===== src/rtl/fifo_arb_pkg.sv =====
// Shared constants and helpers for the FIFO write-port arbiter.
package fifo_arb_pkg;

  localparam int unsigned N_REQ_DEF        = 4;
  localparam int unsigned DATA_W_DEF       = 32;
  localparam int unsigned MAX_BURST_DEF    = 8;
  localparam int unsigned IDLE_TIMEOUT_DEF = 16;
  localparam int unsigned CNT_W            = 8;

  localparam logic [0:0] ST_IDLE  = 1'b0;
  localparam logic [0:0] ST_BURST = 1'b1;

  // (base + offset) mod n for base < n and offset <= n; single explicit wrap
  function automatic int unsigned rr_index(input int unsigned base,
                                           input int unsigned offset,
                                           input int unsigned n);
    int unsigned t;
    t = base + offset;
    if (t >= n) t = t - n;
    return t;
  endfunction

endpackage


===== src/rtl/fifo_wr_arbiter_rr_pick.sv =====
// Rotating-priority pick: first set valid bit after rr_last, wrapping modulo N_REQ.
module fifo_wr_arbiter_rr_pick
  import fifo_arb_pkg::*;
#(
  parameter int unsigned N_REQ = N_REQ_DEF,
  localparam int unsigned IDX_W = $clog2(N_REQ)
) (
  input  logic [N_REQ-1:0] valid,
  input  logic [IDX_W-1:0] rr_last,
  output logic [IDX_W-1:0] winner_c,
  output logic             any_c
);

  int unsigned           idx;
  logic [IDX_W-1:0]      sel;

  // Scan from the farthest offset down so the nearest one after rr_last wins
  always_comb begin
    winner_c = '0;
    any_c    = 1'b0;
    idx      = 0;
    sel      = '0;
    for (int k = int'(N_REQ); k >= 1; k--) begin
      idx = rr_index(32'(rr_last), 32'(k), N_REQ);
      sel = IDX_W'(idx);
      if (valid[sel]) begin
        winner_c = sel;
        any_c    = 1'b1;
      end
    end
  end

endmodule


===== src/rtl/fifo_wr_arbiter.sv =====
// Round-robin burst arbiter sharing one FIFO write port among N_REQ producers.
module fifo_wr_arbiter
  import fifo_arb_pkg::*;
#(
  parameter int unsigned N_REQ        = N_REQ_DEF,
  parameter int unsigned len_data     = DATA_W_DEF,
  parameter int unsigned MAX_BURST    = MAX_BURST_DEF,
  parameter int unsigned IDLE_TIMEOUT = IDLE_TIMEOUT_DEF,
  localparam int unsigned IDX_W = $clog2(N_REQ)
) (
  input  logic                      clk,
  input  logic                      rst_n,
  input  logic [N_REQ-1:0]          req_valid,
  input  logic [N_REQ-1:0]          req_last,
  input  logic [N_REQ*len_data-1:0] req_data,
  output logic [N_REQ-1:0]          req_ready,
  input  logic                      fifo_full,
  output logic                      fifo_write,
  output logic [len_data-1:0]       fifo_data,
  output logic                      grant_valid,
  output logic [IDX_W-1:0]          grant_id,
  output logic [7:0]                dbg_beats
);

  logic [0:0]       state_q, state_d;
  logic             grant_valid_q, grant_valid_d;
  logic [IDX_W-1:0] grant_id_q, grant_id_d;
  logic [IDX_W-1:0] rr_last_q, rr_last_d;
  logic [CNT_W-1:0] beats_q, beats_d;
  logic [CNT_W-1:0] idle_q, idle_d;

  logic [IDX_W-1:0] pick_id_c;
  logic             pick_any_c;
  logic             owner_valid_c;
  logic             owner_last_c;
  logic             transfer_c;
  logic             release_c;
  logic [CNT_W-1:0] beats_inc_c;
  logic [CNT_W-1:0] idle_inc_c;

  fifo_wr_arbiter_rr_pick #(.N_REQ(N_REQ)) u_rr_pick (
    .valid    (req_valid),
    .rr_last  (rr_last_q),
    .winner_c (pick_id_c),
    .any_c    (pick_any_c)
  );

  assign owner_valid_c = req_valid[grant_id_q];
  assign owner_last_c  = req_last[grant_id_q];
  assign transfer_c    = (state_q == ST_BURST) && owner_valid_c && !fifo_full;
  assign beats_inc_c   = beats_q + 8'd1;
  assign idle_inc_c    = idle_q + 8'd1;

  // Next-state: grant in IDLE, count beats / idle cycles in BURST
  always_comb begin
    state_d       = state_q;
    grant_valid_d = grant_valid_q;
    grant_id_d    = grant_id_q;
    rr_last_d     = rr_last_q;
    beats_d       = beats_q;
    idle_d        = idle_q;
    release_c     = 1'b0;
    case (state_q)
      ST_IDLE: begin
        if (pick_any_c) begin
          state_d       = ST_BURST;
          grant_valid_d = 1'b1;
          grant_id_d    = pick_id_c;
          beats_d       = '0;
          idle_d        = '0;
        end
      end
      ST_BURST: begin
        if (transfer_c) begin
          beats_d = beats_inc_c;
          idle_d  = '0;
          if (owner_last_c || (beats_inc_c == CNT_W'(MAX_BURST))) release_c = 1'b1;
        end else if (!owner_valid_c) begin
          // A full-stall with valid high is not idle time
          idle_d = idle_inc_c;
          if (idle_inc_c == CNT_W'(IDLE_TIMEOUT)) release_c = 1'b1;
        end
      end
      default: state_d = ST_IDLE;
    endcase
    if (release_c) begin
      state_d       = ST_IDLE;
      grant_valid_d = 1'b0;
      rr_last_d     = grant_id_q;
      beats_d       = '0;
      idle_d        = '0;
    end
  end

  // Port-side handshake and data steering follow the current owner combinationally
  always_comb begin
    req_ready  = '0;
    fifo_write = transfer_c;
    fifo_data  = '0;
    if (state_q == ST_BURST) req_ready[grant_id_q] = !fifo_full;
    if (grant_valid_q) begin
      for (int i = 0; i < int'(N_REQ); i++) begin
        if (grant_id_q == IDX_W'(i)) fifo_data = req_data[i*len_data +: len_data];
      end
    end
  end

  always_ff @(posedge clk or negedge rst_n) begin
    if (!rst_n) begin
      state_q       <= ST_IDLE;
      grant_valid_q <= 1'b0;
      grant_id_q    <= '0;
      rr_last_q     <= IDX_W'(N_REQ - 1);
      beats_q       <= '0;
      idle_q        <= '0;
    end else begin
      state_q       <= state_d;
      grant_valid_q <= grant_valid_d;
      grant_id_q    <= grant_id_d;
      rr_last_q     <= rr_last_d;
      beats_q       <= beats_d;
      idle_q        <= idle_d;
    end
  end

  assign grant_valid = grant_valid_q;
  assign grant_id    = grant_id_q;
  assign dbg_beats   = beats_q;

endmodule


===== config.mk =====
export PLATFORM = sky130hd
export DESIGN_NAME = fifo_wr_arbiter
export DESIGN_NICKNAME = d
export VERILOG_FILES = /design/src/rtl/fifo_arb_pkg.sv /design/src/rtl/fifo_wr_arbiter_rr_pick.sv /design/src/rtl/fifo_wr_arbiter.sv
export SDC_FILE = /design/constraint.sdc
export NUM_CORES = 1
export LEC_CHECK = 0
export CAP_MARGIN = 30
export CORE_ASPECT_RATIO = 0.7
export CORE_MARGIN = 2
export CORE_UTILIZATION = 31
export DETAILED_ROUTE_END_ITERATION = 12
export PLACE_DENSITY = 0.83
export SLEW_MARGIN = 20
export SYNTH_ARGS = -nofsm -noshare
export SYNTH_HDL_FRONTEND = slang
export SYNTH_SLANG_ARGS = --single-unit

===== constraint.sdc =====
create_clock -name clk -period 4 [get_ports clk]
set_input_delay 0.8 -clock clk [delete_from_list [all_inputs] [get_ports clk]]
set_output_delay 0.8 -clock clk [all_outputs]
set_load 0.005 [all_outputs]

# Word-level counts from Yosys, hierarchy flattened
# Index checks and enable logic that the tools add are counted.
[op_classes] n_addsub=10 multipliers=0 div=0 order_cmp=10 n_eq_ne=9 shift=0 mux=51 bitwise_logic=2 n_reduce_logical=11
[ops] operator="two-way mux 32 bit" count=5
[ops] operator="two-way mux 8 bit" count=6
[ops] operator="one-hot mux 8 bit (2 select lines)" count=2
[ops] operator="two-way mux 1 bit" count=22
[ops] operator="adder 8 x 1 -> 8 bit, second input constant" count=2
[ops] operator="two-way mux 2 bit" count=8
[ops] operator="< comparator 2 x 3 -> 1 bit, second input constant" count=5
[ops] operator="binary-select mux 1 bit (select 2 bit)" count=6
[ops] operator="greater-or-equal comparator 3 bit, second input constant" count=3
[ops] operator="== test 8 x 4 -> 1 bit, second input constant" count=1
[ops] operator="== test 8 x 5 -> 1 bit, second input constant" count=1
[ops] operator="AND reduction 2 bit" count=4
[ops] operator="subtractor 2 x 1 -> 2 bit, second input constant" count=4
[ops] operator="adder 2 x 2 -> 3 bit, second input constant" count=2
[ops] operator="adder 2 x 3 -> 4 bit, second input constant" count=1
[ops] operator="bitwise AND 4 bit" count=1
[ops] operator="== test 2 bit, second input constant" count=2
[ops] operator="greater-or-equal comparator 4 x 3 -> 1 bit, second input constant" count=1
[ops] operator="two-way mux 4 bit" count=1
[ops] operator="inequality test 4 x 3 -> 1 bit, second input constant" count=1
[ops] operator="adder 2 x 1 -> 3 bit, second input constant" count=1
[ops] operator="logical AND 1 bit" count=3
[ops] operator="inequality test 3 x 2 -> 1 bit, second input constant" count=1
[ops] operator="inequality test 3 bit, second input constant" count=1
[ops] operator="other kinds (9)" count=9
[totals] regBits=22 latch_bits=0 ramBits=0 romBits=0 input_bits=139 output_inout_bits=48 elab_cells=99 mem_count=0

# Logic depth before layout (Yosys ltp)
[logic_depth] depth_word=12 ltp_mapped=8 mapped_depth_nobuf=6

# By module
# Synthesis repeated with hierarchy kept, for this count alone.
[unflattened] cells_unflattened=228 hier_area_um2=2426.1
[by_module_without_submodules] mod="fifo_wr_arbiter" n_inst=1 cells_per_inst=214 area_per_inst_um2=2334.7 seq_area_each_um2=553.0
[by_module_without_submodules] mod="fifo_wr_arbiter_rr_pick" n_inst=1 cells_per_inst=14 area_per_inst_um2=91.3 seq_area_each_um2=0.0

# Least setup slack after synthesis
# OpenSTA, ideal clock, no wires.
[synth_timing] path_kind="register to output" startpoint="reg grant_id_q[0] (netlist: grant_id[0])" endpoint="out fifo_data[10]" arrival_time_ns=1.750 required_ns=3.200 path_slack_ns=1.450 path_stages_with_launch=6 n_path_buf=3 path_cell_list="dfrtp_1 buf_6 buf_2 buf_2 mux4_2 and2_1"
[synth_between] elab_chain_len=6 elab_cells_between_ends=9 cone_classes="3 x eq/ne; 5 x mux; 1 x reduce/logical"
[synth_rtl] item="start, declared" line="fifo_wr_arbiter.sv:27" text="logic [IDX_W-1:0] grant_id_q, grant_id_d;"
[synth_rtl] item="start signal, assigned" line="fifo_wr_arbiter.sv:119" text="grant_id_q <= grant_id_d;"
[synth_rtl] item="logical NOT 2 bit" line="fifo_wr_arbiter.sv:103" text="if (grant_id_q == IDX_W'(i)) fifo_data = req_data[i*len_data +: len_data];"
[synth_rtl] item="two-way mux 32 bit (3 in a row)" line="fifo_wr_arbiter.sv:103"
[synth_rtl] item="two-way mux 32 bit (*)" line="fifo_wr_arbiter.sv:103"
[synth_rtl] item="two-way mux 32 bit (*)" line="fifo_wr_arbiter.sv:101" text="if (grant_valid_q) begin"
[synth_rtl] item="end, declared" line="fifo_wr_arbiter.sv:19" text="output logic [len_data-1:0] fifo_data,"
# Mark *: on every way between the ends. The rest lies on a longest branch, timed or not.

# Final worst setup path
[layout_timing] startpoint="in req_valid[3]" endpoint="out fifo_write"
[layout_between] elab_chain_len=4
[layout_rtl] item="start, declared" line="fifo_wr_arbiter.sv:13" text="input logic [N_REQ-1:0] req_valid,"
[layout_rtl] item="binary-select mux 1 bit (select 2 bit)" line="fifo_wr_arbiter.sv:48" text="assign owner_valid_c = req_valid[grant_id_q];"
[layout_rtl] item="two-way mux 1 bit (implied by the code)" line="fifo_wr_arbiter.sv:48"
[layout_rtl] item="logical AND 1 bit (2 in a row)" line="fifo_wr_arbiter.sv:50" text="assign transfer_c = (state_q == ST_BURST) && owner_valid_c && !fifo_full;"
[layout_rtl] item="end, declared" line="fifo_wr_arbiter.sv:18" text="output logic fifo_write,"
# Every way passes these cells. The select of a mux whose other input is x is not followed.

==> flow_metrics.py <==
metrics = {
    "yosys": {
        "synth_warnings": 0,
        "synth_cell_type_count": 41,
        "synthArstFlopShare_pct": 100,
        "syn_area_per_cell_um2": 9.54,
        "syn_nets": 403,
        "synth-edff-count": 0,
        "ys.flop_type": "dfrtp_1",
        "synth_seq_cells": 22,
        "synthCells": 261,
        "netlist_area_mm2": 0.00249,
        "ys_seq_area_share_pct": 22.2,
    },
    "clock_tree": {
        "clk_path_buf_depth": 2,
        "cts_resized": 0,
        "path_clk_slew_ns": 0.06,
        "h-tree-depth": 1,
        "cts_sinks": 22,
        "cts_tree": "yes",
        "numCtsBuffers": 3,
        "clkLatencyLatePin_ns": 0.26,
        "post_cts_buffers": 0,
        "cts_root_buf": "clkbuf_16",
        "cts_hold_buf": 0,
    },
    "worst_setup_path": {
        "crit_required_ns": 3.20,
        "path_cells": "clkdlybuf4s50_1 -> mux4_2 -> nand2_1 -> inv_1 -> clkdlybuf4s50_1",
        "cp_slowest_cell": "mux4_2",
        "worst-path-buf-inv": 3,
        "criticalPathCategory": "in -> out",
        "end_kind": "output pin",
        "crit_path_max_fanout": 10,
        "regToRegSetupSlack_ns": 1.18,
        "cpPeakStageDelay_ns": 0.65,
        "cpMostUsedCell": "clkdlybuf4s50_1",
        "worst_path_dominant_cell_family": "buffers and inverters",
        "start_kind": "input port",
        "arrival_ns": 2.79,
    },
    "global_route": {
        "antenna_found_initial": 3,
        "grt-ovfl-total": 0,
        "grt_pass1_wl_mm": 14.5,
        "track_usage_pct": 20.8,
        "grt_max_degree": 35,
        "grt_pass1_vias": 2756,
    },
    "layout": {
        "num-nets-final": 581,
        "final_util_pct": 58.0,
        "final_cells": 542,
        "final_cell_mix": "clkdlybuf4s50_1, mux4_2, and2_1",
        "final_common_cell": "clkdlybuf4s50_1",
        "final_area_mm2": 0.00455,
        "drive_gt1_share_pct": 11.6,
        "fillCellCount": 681,
        "area_growth_pct": 82.7,
    },
    "floorplanning": {
        "die_area_mm2": 0.00878,
        "die_w_um": 111,
        "num_rows": 27,
        "die_height_um": 79.0,
        "ios": 187,
        "coreArea_mm2": 0.00784,
        "initial_core_util_pct": 31.8,
    },
    "timing": {
        "rsz0062_at_grt": "no",
        "fin_crit_sh_pct": 89.7,
        "setup_viol": 0,
        "tns_ns": 0,
        "worst_slew_pin_slew_ns": 0.912,
        "slew_viol_final": 0,
        "slew_headroom_pct": 39.2,
        "max_freq_ghz": 0.279,
        "finalHoldViolCount": 0,
        "fin_skew_ns": 0.00274,
        "min_period_ns": 3.59,
    },
    "routing": {
        "drt_first_iter_violations": 325,
        "drc": 0,
        "antenna_left": 0,
        "vias": 2923,
        "dr.pass1.iters": 5,
        "wl_per_cell_um": 18.2,
        "drt-total-wl_mm": 9.88,
        "viasPerCell": 5.39,
    },
    "run": {
        "cap_violations": 0,
    },
    "pwr": {
        "intPower_uw": 1410,
        "comb_power_share_pct": 64.9,
        "peakVddDrop_mv": 0.253,
        "clkPwrFrac_pct": 13.1,
        "leakagePower_uw": 0.00172,
        "p_total_uw": 2190,
        "power_density_mw_per_mm2": 482,
        "pwr-share-seq_pct": 21.9,
        "p_sw_uw": 783,
        "netSwitchingFraction_pct": 35.7,
    },
    "placed_design": {
        "place_area_mm2": 0.00444,
        "place_inst": 535,
        "gp_congestion": 0.857,
        "port_buffers": 186,
        "hpwlAfterDp_mm": 8.13,
    },
    "outcome": {
        "status": "finished clean",
    },
    "hold_path": {
        "min_path_type": "reg -> reg",
    },
}
through the flow:
step	setup slack, ns	hold slack [ns]
after CTS	0.410	0.546
after global routing	0.354	0.565
after floorplan	1.45	0.482
after detailed placement	0.415	0.532
final	0.412	0.538
after global placement	0.471	0.500
area by class of cell:
class                           count  area [um^2]  area share [%]
Tap cell                          101          126            2.78
Antenna cell                        3         7.51           0.165
Sequential cell                    22          556            12.2
Clock inverter                      1         30.0           0.660
Timing Repair Buffer              191         1900            41.9
Inverter                           13         48.8            1.07
Clock buffer                        3         75.1            1.65
Multi-Input combinational cell    208         1800            39.6
cell families after synthesis:
family                   share of synthesized area [%]
adder cells (fa/ha/maj)                           1.51
multiplexers                                      31.6
AO/OA/AOI/OAI                                     14.0
XOR/XNOR                                          1.76
flip-flops                                        22.2
buffers and inverters                             5.48
AND/OR/NAND/NOR                                   23.5
Yosys cell counts, types with 4 or more instances:
cell      number  area, um^2
o21ai_0       18        90.1
nor2_1        22        82.6
inv_1         13        48.8
nand3_1        9        45.0
and2_1        34         213
nor4_1         5        31.3
mux4_2        34         766
a211oi_1       4        30.0
nand2_1       21        78.8
a21oi_1        7        35.0
o22ai_1        4        25.0
a31oi_1        9        56.3
buf_2          4        20.0
clkbuf_1      10        37.5
dfrtp_1       20         500
power groups by stage:
stage | Clock (uW) | Combinational, uW | Sequential [uW]
floorplan | 0 | 894 | 341
global placement | 0 | 1400 | 484
detailed placement | 0 | 1430 | 488
CTS | 291 | 1430 | 484
global route | 299 | 1530 | 507
finish | 288 | 1420 | 480
worst min-delay path: cells and delay by family, from the launching register on:
family / cells / cell delay (ns)
flip-flops: 1 / 0.35
AO/OA/AOI/OAI: 2 / 0.14
path summary, 6_finish.rpt:
kind,end,startpoint,cells past startpoint
setup / recovery,fifo_write,req_valid[3],5
hold / removal,idle_q[7],idle_q[7],2
setup reg to reg,rr_last_q[0],grant_id[0],6
hold reg to reg,idle_q[7],idle_q[7],2
max in group asynchronous,rr_last_q[0],rst_n,2
min in group asynchronous,idle_q[7],rst_n,1
flip-flops by register name, summed over array words and instances (netlist names):
name         cells
dbg_beats        8
idle_q           8
grant_id         2
rr_last_q        2
grant_valid      1
state_q          1
per-layer routing:
metal  global-route usage (%)  up-vias  routed length, um
li1                         -     1355                  -
met1                     27.1     1422               4000
met2                     35.3      134               4920
met3                     4.35       12                752
met4                     6.30        0                205
met5                        0        -                  0
Note: power is estimated with default switching activity, not from simulation.
==> RTL edit: new RTL, same settings <==
Reset style: synchronous (`rst_n`), changed in one clocked block.
--- a/src/rtl/fifo_wr_arbiter.sv
+++ b/src/rtl/fifo_wr_arbiter.sv
@@ -105,7 +105,7 @@
     end
   end
 
-  always_ff @(posedge clk or negedge rst_n) begin
+  always_ff @(posedge clk) begin
     if (!rst_n) begin
       state_q       <= ST_IDLE;
       grant_valid_q <= 1'b0;
Behaviour: differs if rst_n is asserted again (counterexample within 4 cycles, from zero or initial values and one cycle with rst_n low); with rst_n held inactive, the same outputs for 10 cycles.
==> RTL edit against the unedited design <==
- design area is 3.9% lower
- fmax rose by 7.6%
- area after synthesis down 5.4%
- sequential cell count did not move
- routed wire length down 3.8%
- count of clock-buffer cells in the layout unchanged
- setup slack improved by 0.25 ns
- critical endpoint unchanged
- highest routed layer unchanged
Power is not compared: it rests on default switching activity, and its combinational part moved more than twofold at a synthesized area within 25%.
==> RTL edit: results (changes against the unedited design) <==
{
  "synth": {
    "synth.yosys.seq_area_share": {"value": 18.7, "unit": "%", "change": "was 22.2%"},
    "syn_nets": {"value": 397, "change": "was 403"},
    "netlist.area_leader.share": {"value": 31.5, "unit": "%", "change": "was 30.8%"},
    "synth_xor_area_share": {"value": 1.49, "unit": "%", "change": "was 1.76%"},
    "synthTopCellsByCount": {"value": "36 x sky130_fd_sc_hd__and2_1, 33 x sky130_fd_sc_hd__mux4_2, 30 x sky130_fd_sc_hd__nor2_1", "change": "was 34 x sky130_fd_sc_hd__and2_1, 34 x sky130_fd_sc_hd__mux4_2, 22 x sky130_fd_sc_hd__nor2_1"},
    "synth-compound-area-share": {"value": 13.4, "unit": "%", "change": "was 14.0%"},
    "ys.flop_type": {"value": "sky130_fd_sc_hd__dfxtp_1", "change": "was sky130_fd_sc_hd__dfrtp_1"},
    "syn_avg_cell_area": {"value": 9.28, "unit": "µm²", "change": "was 9.54 µm²"},
    "synth.area.mux_share": {"value": 33.0, "unit": "%", "change": "was 31.6%"}
  },
  "timing": {
    "worst_hold_slack": {"value": 0.519, "unit": "ns", "change": "was 0.538 ns"}
  },
  "grt": {
    "via_count_of_the_first_global_routing_pass": {"value": 2707, "change": "was 2,756"},
    "grt.met2_usage": {"value": 38.9, "unit": "%", "change": "was 35.3%"}
  },
  "cts": {
    "cts.root.buffer_cell": {"value": "sky130_fd_sc_hd__clkbuf_8", "change": "was sky130_fd_sc_hd__clkbuf_16"},
    "clk_pin_slew": {"value": 0.09, "unit": "ns", "change": "was 0.06 ns"}
  },
  "critical_path": {
    "worstReg2RegStart": {"value": "grant_id[0]$_SDFFE_PN0P_", "change": "was grant_id[0]$_DFFE_PN0P_"},
    "critical_path_arrival": {"value": 2.53, "unit": "ns", "change": "was 2.79 ns"},
    "worstPathMaxFanout": {"value": 11, "change": "was 10"}
  },
  "detailed_routing": {
    "met1_length": {"value": 3.84, "unit": "mm", "change": "was 4.00 mm"},
    "drt-total-wl": {"value": 9.50, "unit": "mm", "change": "was 9.88 mm"},
    "detailroute.wirelength.met2": {"value": 4.78, "unit": "mm", "change": "was 4.92 mm"},
    "met3_wirelength": {"value": 709, "unit": "µm", "change": "was 752 µm"},
    "drt_first_iter_violations": {"value": 124, "change": "was 325"}
  },
  "cells_and_area": {
    "post_route_cells_drive_above_1_share": {"value": 11.7, "unit": "%", "change": "was 11.6%"},
    "antenna-diode-count": {"value": 0, "change": "was 3"}
  },
  "worst_hold_path": {
    "hold-path-endpoint": {"value": "idle_q[3]$_SDFFE_PP0P_", "change": "was idle_q[7]$_DFFE_PN0P_"}
  },
  "outcome": {
    "status": {"value": "complete, no violations", "change": "unchanged"}
  },
  "placement": {
    "dp_hpwl": {"value": 8.01, "unit": "mm", "change": "was 8.13 mm"}
  }
}
## RTL edit: cell types whose count changed after synthesis, sizes merged, moves of 4 or more
cell and delta:
dfrtp -20, nor2 +8, inv -7, o21ai -7, o22ai -4, nand2 -7, a21oi +9, a31oi -8
dfxtp +22
## RTL edit: critical path: stages
cell,delay (ns)
sky130_fd_sc_hd__clkdlybuf4s50_1,0.50
sky130_fd_sc_hd__mux2_2,0.34
sky130_fd_sc_hd__a22oi_1,0.15
sky130_fd_sc_hd__buf_4,0.19
sky130_fd_sc_hd__inv_2,0.09
sky130_fd_sc_hd__clkdlybuf4s50_1,0.45
## RTL edit: power groups by stage
stage / Clock, mW / Sequential [mW] / Combinational, mW
6_report: 0.210 / 0.248 / 0.399
5_1_grt: 0.223 / 0.250 / 0.428
4_1_cts: 0.212 / 0.252 / 0.394
3_5_place_dp: 0 / 0.257 / 0.393
3_3_place_gp: 0 / 0.258 / 0.384
2_1_floorplan: 0 / 0.236 / 0.178
## RTL edit: layout make-up
| cell class | instances | area, µm² |
|---|---|---|
| Clock inverter | 1 | 30.0 |
| Multi-Input combinational cell | 206 | 1800 |
| Fill cell | 635 | 2950 |
| Clock buffer | 3 | 41.3 |
| Timing Repair Buffer | 190 | 1910 |
| Tap cell | 98 | 123 |
| Sequential cell | 22 | 443 |
| Inverter | 6 | 22.5 |
## RTL edit: how the worst max path moves through the flow
stage / startpoint / end / cells after the start
2_1_floorplan: grant_id[0]$_SDFFE_PN0P_ / fifo_data[10] / 5
4_1_cts: req_valid[3] / fifo_write / 6
6_report: req_valid[1] / fifo_write / 6
3_3_place_gp: req_valid[3] / fifo_write / 6
5_1_grt: req_valid[3] / fifo_write / 6
3_5_place_dp: req_valid[1] / dbg_beats[6]$_SDFFE_PP0P_ / 7
